==> config.mk <==
export PLATFORM = sky130hd
export DESIGN_NAME = multicycle_control_unit
export DESIGN_NICKNAME = d
export VERILOG_FILES = /design/src/rtl/multicycle_control_unit.sv
export SDC_FILE = /design/constraint.sdc
export NUM_CORES = 1
export LEC_CHECK = 0
export ABC_AREA = 1
export BUFFER_PORTS_ARGS = -buffer_cell sky130_fd_sc_hd__clkbuf_2
export CAP_MARGIN = 20
export CORE_MARGIN = 10
export CORE_UTILIZATION = 48
export CTS_CLUSTER_SIZE = 28
export DETAILED_ROUTE_END_ITERATION = 8
export PLACE_DENSITY = 0.89
export SYNTH_ARGS = -nofsm -noshare
export SYNTH_HDL_FRONTEND = slang
export SYNTH_SLANG_ARGS = --single-unit
export TNS_END_PERCENT = 100
==> constraint.sdc <==
create_clock -name CLK -period 1.2 [get_ports CLK]
set_input_delay 0.06 -clock CLK [delete_from_list [all_inputs] [get_ports CLK]]
set_output_delay 0.06 -clock CLK [all_outputs]
set_load 0.05 [all_outputs]
==> src/rtl/multicycle_control_unit.sv <==
// Multi-cycle control unit for the 16-bit processor.
// Sequences fetch / decode / execute / memory / writeback and drives the
// ALU operation code together with every datapath select and enable.
//
// Ports:
//   CLK, Reset        clock (rising edge), asynchronous active-high reset
//   input_Opcode      IR[15:12], sampled on the DECODE cycle
//   input_MemReady    memory completes the current access this cycle
//   input_Zero/Negative/Carry  ALU flags
//   output_ALUOp      4-bit ALU operation
//   output_ALUSrcA/B  ALU operand selects
//   output_PCWrite, output_PCSource   PC load enable and source select
//   output_IorD, output_MemRead, output_MemWrite   memory interface
//   output_IRWrite, output_RegWrite, output_MemToReg   register loads
//   output_CarryFlag  registered carry status
//   output_Halted     high while halted
module multicycle_control_unit #(
  parameter int PC_INCR = 2
) (
  input  logic       CLK,
  input  logic       Reset,
  input  logic [3:0] input_Opcode,
  input  logic       input_MemReady,
  input  logic       input_Zero,
  input  logic       input_Negative,
  input  logic       input_Carry,
  output logic [3:0] output_ALUOp,
  output logic       output_ALUSrcA,
  output logic [1:0] output_ALUSrcB,
  output logic       output_PCWrite,
  output logic [1:0] output_PCSource,
  output logic       output_IorD,
  output logic       output_MemRead,
  output logic       output_MemWrite,
  output logic       output_IRWrite,
  output logic       output_RegWrite,
  output logic       output_MemToReg,
  output logic       output_CarryFlag,
  output logic       output_Halted
);

  // The increment constant itself lives in the datapath (ALUSrcB=01);
  // this unit only assumes the 16-bit instruction width.
  if (PC_INCR != 2) begin : g_pc_incr_check
    $error("multicycle_control_unit assumes PC_INCR == 2");
  end

  typedef enum logic [3:0] {
    S_RESET    = 4'd0,
    S_FETCH    = 4'd1,
    S_DECODE   = 4'd2,
    S_EXEC_R   = 4'd3,
    S_EXEC_I   = 4'd4,
    S_ALU_WB   = 4'd5,
    S_MEM_ADDR = 4'd6,
    S_MEM_RD   = 4'd7,
    S_MEM_WB   = 4'd8,
    S_MEM_WR   = 4'd9,
    S_BRANCH   = 4'd10,
    S_JUMP     = 4'd11,
    S_HALT     = 4'd12
  } state_t;

  localparam logic [3:0] OP_ADDI = 4'h9;
  localparam logic [3:0] OP_LW   = 4'hA;
  localparam logic [3:0] OP_SW   = 4'hB;
  localparam logic [3:0] OP_BEQ  = 4'hC;
  localparam logic [3:0] OP_BLT  = 4'hD;
  localparam logic [3:0] OP_J    = 4'hE;

  state_t     state;
  logic [3:0] opcode;

  // State sequencing, opcode latch and carry status.
  always_ff @(posedge CLK or posedge Reset) begin
    if (Reset) begin
      state            <= S_RESET;
      opcode           <= 4'h0;
      output_CarryFlag <= 1'b0;
    end else begin
      case (state)
        S_RESET:  state <= S_FETCH;
        S_FETCH:  if (input_MemReady) state <= S_DECODE;
        S_DECODE: begin
          // The latch is not visible until the next cycle, so dispatch on
          // the live IR field here.
          opcode <= input_Opcode;
          if (input_Opcode <= 4'h8)                               state <= S_EXEC_R;
          else if (input_Opcode == OP_ADDI)                       state <= S_EXEC_I;
          else if (input_Opcode == OP_LW || input_Opcode == OP_SW) state <= S_MEM_ADDR;
          else if (input_Opcode == OP_BEQ || input_Opcode == OP_BLT) state <= S_BRANCH;
          else if (input_Opcode == OP_J)                          state <= S_JUMP;
          else                                                    state <= S_HALT;
        end
        S_EXEC_R: begin
          // Only add and sub produce a meaningful carry.
          if (opcode <= 4'h1) output_CarryFlag <= input_Carry;
          state <= S_ALU_WB;
        end
        S_EXEC_I: begin
          output_CarryFlag <= input_Carry;
          state <= S_ALU_WB;
        end
        S_ALU_WB:   state <= S_FETCH;
        S_MEM_ADDR: state <= (opcode == OP_LW) ? S_MEM_RD : S_MEM_WR;
        S_MEM_RD:   if (input_MemReady) state <= S_MEM_WB;
        S_MEM_WB:   state <= S_FETCH;
        S_MEM_WR:   if (input_MemReady) state <= S_FETCH;
        S_BRANCH:   state <= S_FETCH;
        S_JUMP:     state <= S_FETCH;
        S_HALT:     state <= S_HALT;
        default:    state <= S_RESET;
      endcase
    end
  end

  // Datapath controls decoded from state and latched opcode.
  always_comb begin
    output_ALUOp    = 4'h0;
    output_ALUSrcA  = 1'b0;
    output_ALUSrcB  = 2'b00;
    output_PCWrite  = 1'b0;
    output_PCSource = 2'b00;
    output_IorD     = 1'b0;
    output_MemRead  = 1'b0;
    output_MemWrite = 1'b0;
    output_IRWrite  = 1'b0;
    output_RegWrite = 1'b0;
    output_MemToReg = 1'b0;
    output_Halted   = 1'b0;
    case (state)
      S_FETCH: begin
        output_MemRead = 1'b1;
        output_ALUSrcB = 2'b01;
        // PC+2 and the IR load commit only when the fetch completes.
        output_PCWrite = input_MemReady;
        output_IRWrite = input_MemReady;
      end
      S_DECODE: output_ALUSrcB = 2'b11;
      S_EXEC_R: begin
        output_ALUSrcA = 1'b1;
        output_ALUOp   = opcode;
      end
      S_EXEC_I, S_MEM_ADDR: begin
        output_ALUSrcA = 1'b1;
        output_ALUSrcB = 2'b10;
      end
      S_ALU_WB: output_RegWrite = 1'b1;
      S_MEM_RD: begin
        output_MemRead = 1'b1;
        output_IorD    = 1'b1;
      end
      S_MEM_WB: begin
        output_RegWrite = 1'b1;
        output_MemToReg = 1'b1;
      end
      S_MEM_WR: begin
        output_MemWrite = 1'b1;
        output_IorD     = 1'b1;
      end
      S_BRANCH: begin
        output_ALUSrcA  = 1'b1;
        output_ALUOp    = 4'h1;
        output_PCSource = 2'b01;
        output_PCWrite  = (opcode == OP_BEQ) ? input_Zero : input_Negative;
      end
      S_JUMP: begin
        output_PCWrite  = 1'b1;
        output_PCSource = 2'b10;
      end
      S_HALT:  output_Halted = 1'b1;
      default: ;
    endcase
  end

endmodule
==> results of run 1 <==
## through the flow
stage / setup slack, ns / cell area, um^2
after floorplan: -0.276 / 837
after global placement: -0.0126 / 1190
after detailed placement: -0.0764 / 1190
## cells in the mapped netlist, drive strengths merged
library cell	instances
buf	1
clkinv	1
dfrtp	9
inv	27
nand2	31
nand3	11
nand4	4
nor2	19
nor3	1
o211ai	1
o21ai	12
o22ai	1
## kinds of logic after synthesis
| kind of cell | count (synthesis) |
|---|---|
| and+or+nand+nor | 66 |
| buffers and inverters | 29 |
| AOI/OAI and AO/OA | 14 |
| DFF | 9 |
==> out/qor.yml, run 1 <==
seq_area_frac_synth_pct: 29.4
synth_simple_gate_area_share_pct: 44.6
run_status: "did not finish"
synth_xor_area_share_pct: 0
clk_path_buf_depth: 2
flow.stopped_at: "clock tree synthesis"
cts_root_buf: "sky130_fd_sc_hd__clkbuf_4"
holdBufCountCts: 1
syn-instance-count: 118
syn-mean-instance-area_um2: 6.49
post-cts-setup-buffer-count: 9
post-dp-hpwl_um: 2180
ys_top_cells_by_area: "sky130_fd_sc_hd__dfrtp_1, sky130_fd_sc_hd__nand2_1, sky130_fd_sc_hd__inv_1"
die_x_um: 59.9
synth_top_area_cell: "sky130_fd_sc_hd__dfrtp_1"
mappedNetlistArea_um2: 766
cts_resized: 40
synth.lib_cells_used.distinct: 22
synth.mux.area_fraction_pct: 0
floorplan.io_pins: 28
overall_die_height_um: 59.9
synth_compound_area_share_pct: 10.6
tritoncts.num_buffers: 3
num_rows: 14
io_buffer_count: 27
post-synth-top-area-fraction_pct: 29.4
synth_fp_nets: 128
globalplace.congestion: 0.878
first-error: "[ERROR DPL-0033] detailed placement checks failed during check placement."
start_util_pct: 50.8
ys_seq_elements: 9
place.detailed.instances: 170
numClockSinks: 9
synth-warning-count: 0
htreeDepth: 1
post_synth_fa_ha_maj_area_fraction_pct: 0
largest_family_of_logic_cells_by_synthesized_area: "simple AND/OR/NAND/NOR gates"
==> inputs of run 2 (changes only) <==
CORE_AREA = 10 10 71 73   (was not set)
CORE_MARGIN = not set   (was 10)
CORE_UTILIZATION = not set   (was 48)
CTS_CLUSTER_SIZE = not set   (was 28)
DIE_AREA = 0 0 81 83   (was not set)
PLACE_DENSITY = not set   (was 0.89)
PLACE_DENSITY_LB_ADDON = 0.15   (was not set)
==> run 2 against run 1 <==
Synthesized cell count did not move. Area after synthesis did not move. The flow now finishes, with violations (setup timing).
==> out/qor.yml, run 2 <==
run_status: "complete, but fails checks"
violations: "setup timing"
number_of_antenna_violations_at_the_first_check_in_global_routing: 0
crit_path_end_kind: "primary output"
pin_count_of_the_biggest_net_entering_global_routing: 11
ir_drop_v: 0.00112
postSynth.asyncResetShare_pct: 100
total_global_routing_track_utilization_pct: 8.18
tritoncts_clock_tree: "done"
worst_hold_path_cells: 3
power.total_w: 0.00527
die_x_um: 81
drtIter0Drc: 33
finalSetupViolations: 26
design.final.nets: 194
vias: 970
dp_slack_ns: -0.0601
worstSkewPairLatency_ns: 0.24
drt_wl_total_um: 2720
io_buffer_count: 27
post-dp-hpwl_um: 2210
drtPass1Iterations: 4
max_slew.worst_pin.slew_ns: 0.338
hold_viol_final: 0
fp.coreArea_um2: 3630
power-per-cell-area_nw_per_um2: 2950
htreeDepth: 1
tritoncts.num_buffers: 3
leakagePower_nw: 0.858
synth.lib_cells_used.distinct: 22
floorplan.io_pins: 28
post-route-period-util_pct: 124
grt_pass1_vias: 989
post-synth-top-area-fraction_pct: 29.4
synth_fp_nets: 128
clock.fmax_ghz: 0.670
path_clk_slew_ns: 0.04
final_common_cell: "sky130_fd_sc_hd__buf_4"
sort_of_element_at_the_start_of_the_critical_path: "flip-flop"
setup_repair_after_global_routing_missed_its_margin: "true"
detail_route.drc_violations: 0
finalCoreUtilization_pct: 49.2
wl_per_cell_um: 11.8
ys_seq_elements: 9
yosys.cell_count.top_type: "sky130_fd_sc_hd__nand2_1"
count_of_flip_flops_with_a_built_in_enable_after_synthesis: 0
setup_ws_ns: -0.292
seq_area_frac_synth_pct: 29.4
grt_remaining_overflow: 0
synth_top_area_cell: "sky130_fd_sc_hd__dfrtp_1"
syn-instance-count: 118
final_period_minus_worst_setup_slack_ns: 1.49
flow.area_growth_from_synthesis_pct: 133
count_of_inserted_antenna_diode_cells: 0
overall_die_height_um: 83
full_die_area_um2: 6720
numClockSinks: 9
ys_top_cells_by_area: "sky130_fd_sc_hd__dfrtp_1, sky130_fd_sc_hd__nand2_1, sky130_fd_sc_hd__inv_1"
cp.required_ns: 1.14
mappedNetlistArea_um2: 766
critical_path_arrival_ns: 1.43
reg_top3: "opcode (4), state (4), output_CarryFlag (1)"
worstHoldPathType: "primary input to flip-flop"
wire_length_of_the_first_global_routing_pass_um: 4520
start_util_pct: 21.1
postLayoutCellArea_um2: 1790
detail_route.vias_per_cell: 4.20
number_of_nets_with_antenna_violations_after_detailed_routing: 0
synth-warning-count: 0
max-slew-margin-rel_pct: 77.4
timing.clock.skew_ns: 0.00186
placedInstanceArea_um2: 1350
final_layout_size_suffix_gt1_share_pct: 65.6
clk_path_buf_depth: 2
synthFlopType: "sky130_fd_sc_hd__dfrtp_1"
path_max_fanout: 7
commonest_cells_after_routing_fill_and_taps_aside: "sky130_fd_sc_hd__buf_4, sky130_fd_sc_hd__nand2_1, sky130_fd_sc_hd__inv_1, sky130_fd_sc_hd__nor2_4, sky130_fd_sc_hd__buf_12"
maxCapViolCount: 0
num_rows: 22
rr_worst_depth: 7
globalplace.congestion: 0.834
synth_common_cells: "sky130_fd_sc_hd__nand2_1, sky130_fd_sc_hd__inv_1, sky130_fd_sc_hd__nor2_1, sky130_fd_sc_hd__dfrtp_1, sky130_fd_sc_hd__nand3_1"
final-max-slew-violation-count: 0
syn-mean-instance-area_um2: 6.49
cts_root_buf: "sky130_fd_sc_hd__clkbuf_8"
worstSetupPathType: "flip-flop to primary output"
[run 2: cell counts after synthesis]
No cell type changed its count.
[run 2: cell type report]
cell class,instances,area [um^2]
Multi-Input combinational cell,80,624
Clock buffer,4,45.0
Tap cell,48,60.1
Timing Repair Buffer,62,701
Inverter,28,128
Sequential cell,9,229
Fill cell,353,1850
[run 2: path summary, 6_finish.rpt]
path	startpoint	end	slack, ns
max	state[1]	output_ALUSrcA	-0.29
min	input_Carry	output_CarryFlag	0.04
max reg2reg	state[2]	output_CarryFlag	-0.21
min reg2reg	output_CarryFlag	output_CarryFlag	0.53
max in group asynchronous	Reset	state[1]	0.63
min in group asynchronous	Reset	state[3]	0.31
[run 2: critical path, cell delays in order (launching register included)]
cell,delay (ns)
sky130_fd_sc_hd__dfrtp_2,0.48
sky130_fd_sc_hd__nand2_4,0.10
sky130_fd_sc_hd__clkinv_4,0.08
sky130_fd_sc_hd__nand3_4,0.17
sky130_fd_sc_hd__nand4_1,0.17
sky130_fd_sc_hd__buf_12,0.19
[run 2: layer usage]
layer | up-vias | routed length [um] | track usage [%]
met5 | - | 0 | 0
met4 | 0 | 55 | 4.38
met3 | 5 | 149 | 2.26
met2 | 19 | 1430 | 13.1
met1 | 449 | 1090 | 9.46
li1 | 497 | - | -
[run 2: logic make-up after synthesis]
| logic type | synth area share (%) |
|---|---|
| buffers and inverters | 15.4 |
| and+or+nand+nor | 44.6 |
| AOI/OAI and AO/OA | 10.6 |
| DFF | 29.4 |
[run 2: report_power, final]
part | internal, W | switching, W
combinational | 0.00197 | 0.00231
clock | 0.000231 | 0.000121
sequential | 0.000461 | 0.000173
[run 2: metrics by stage]
stage,hold slack [ns],instances,TNS (ns)
after global routing,0.0738,231,-6.50
after CTS,0.0451,222,-4.32
after global placement,0.0299,210,-0.363
after floorplan,-0.112,118,-1.46
final,0.0411,231,-4.84
after detailed placement,0.0235,210,-0.326
[run 2: repair_timing]
item | in CTS | in global routing
endpoints found under the hold margin | 9 | 0
gates resized for setup | 36 | 35
buffers inserted | 7 | 9
gates cloned | 0 | 1
pin swaps | 7 | 16
endpoints found under the setup margin | 24 | 26
hold buffers | 1 | 0
Note: power is estimated with default switching activity, not from simulation.
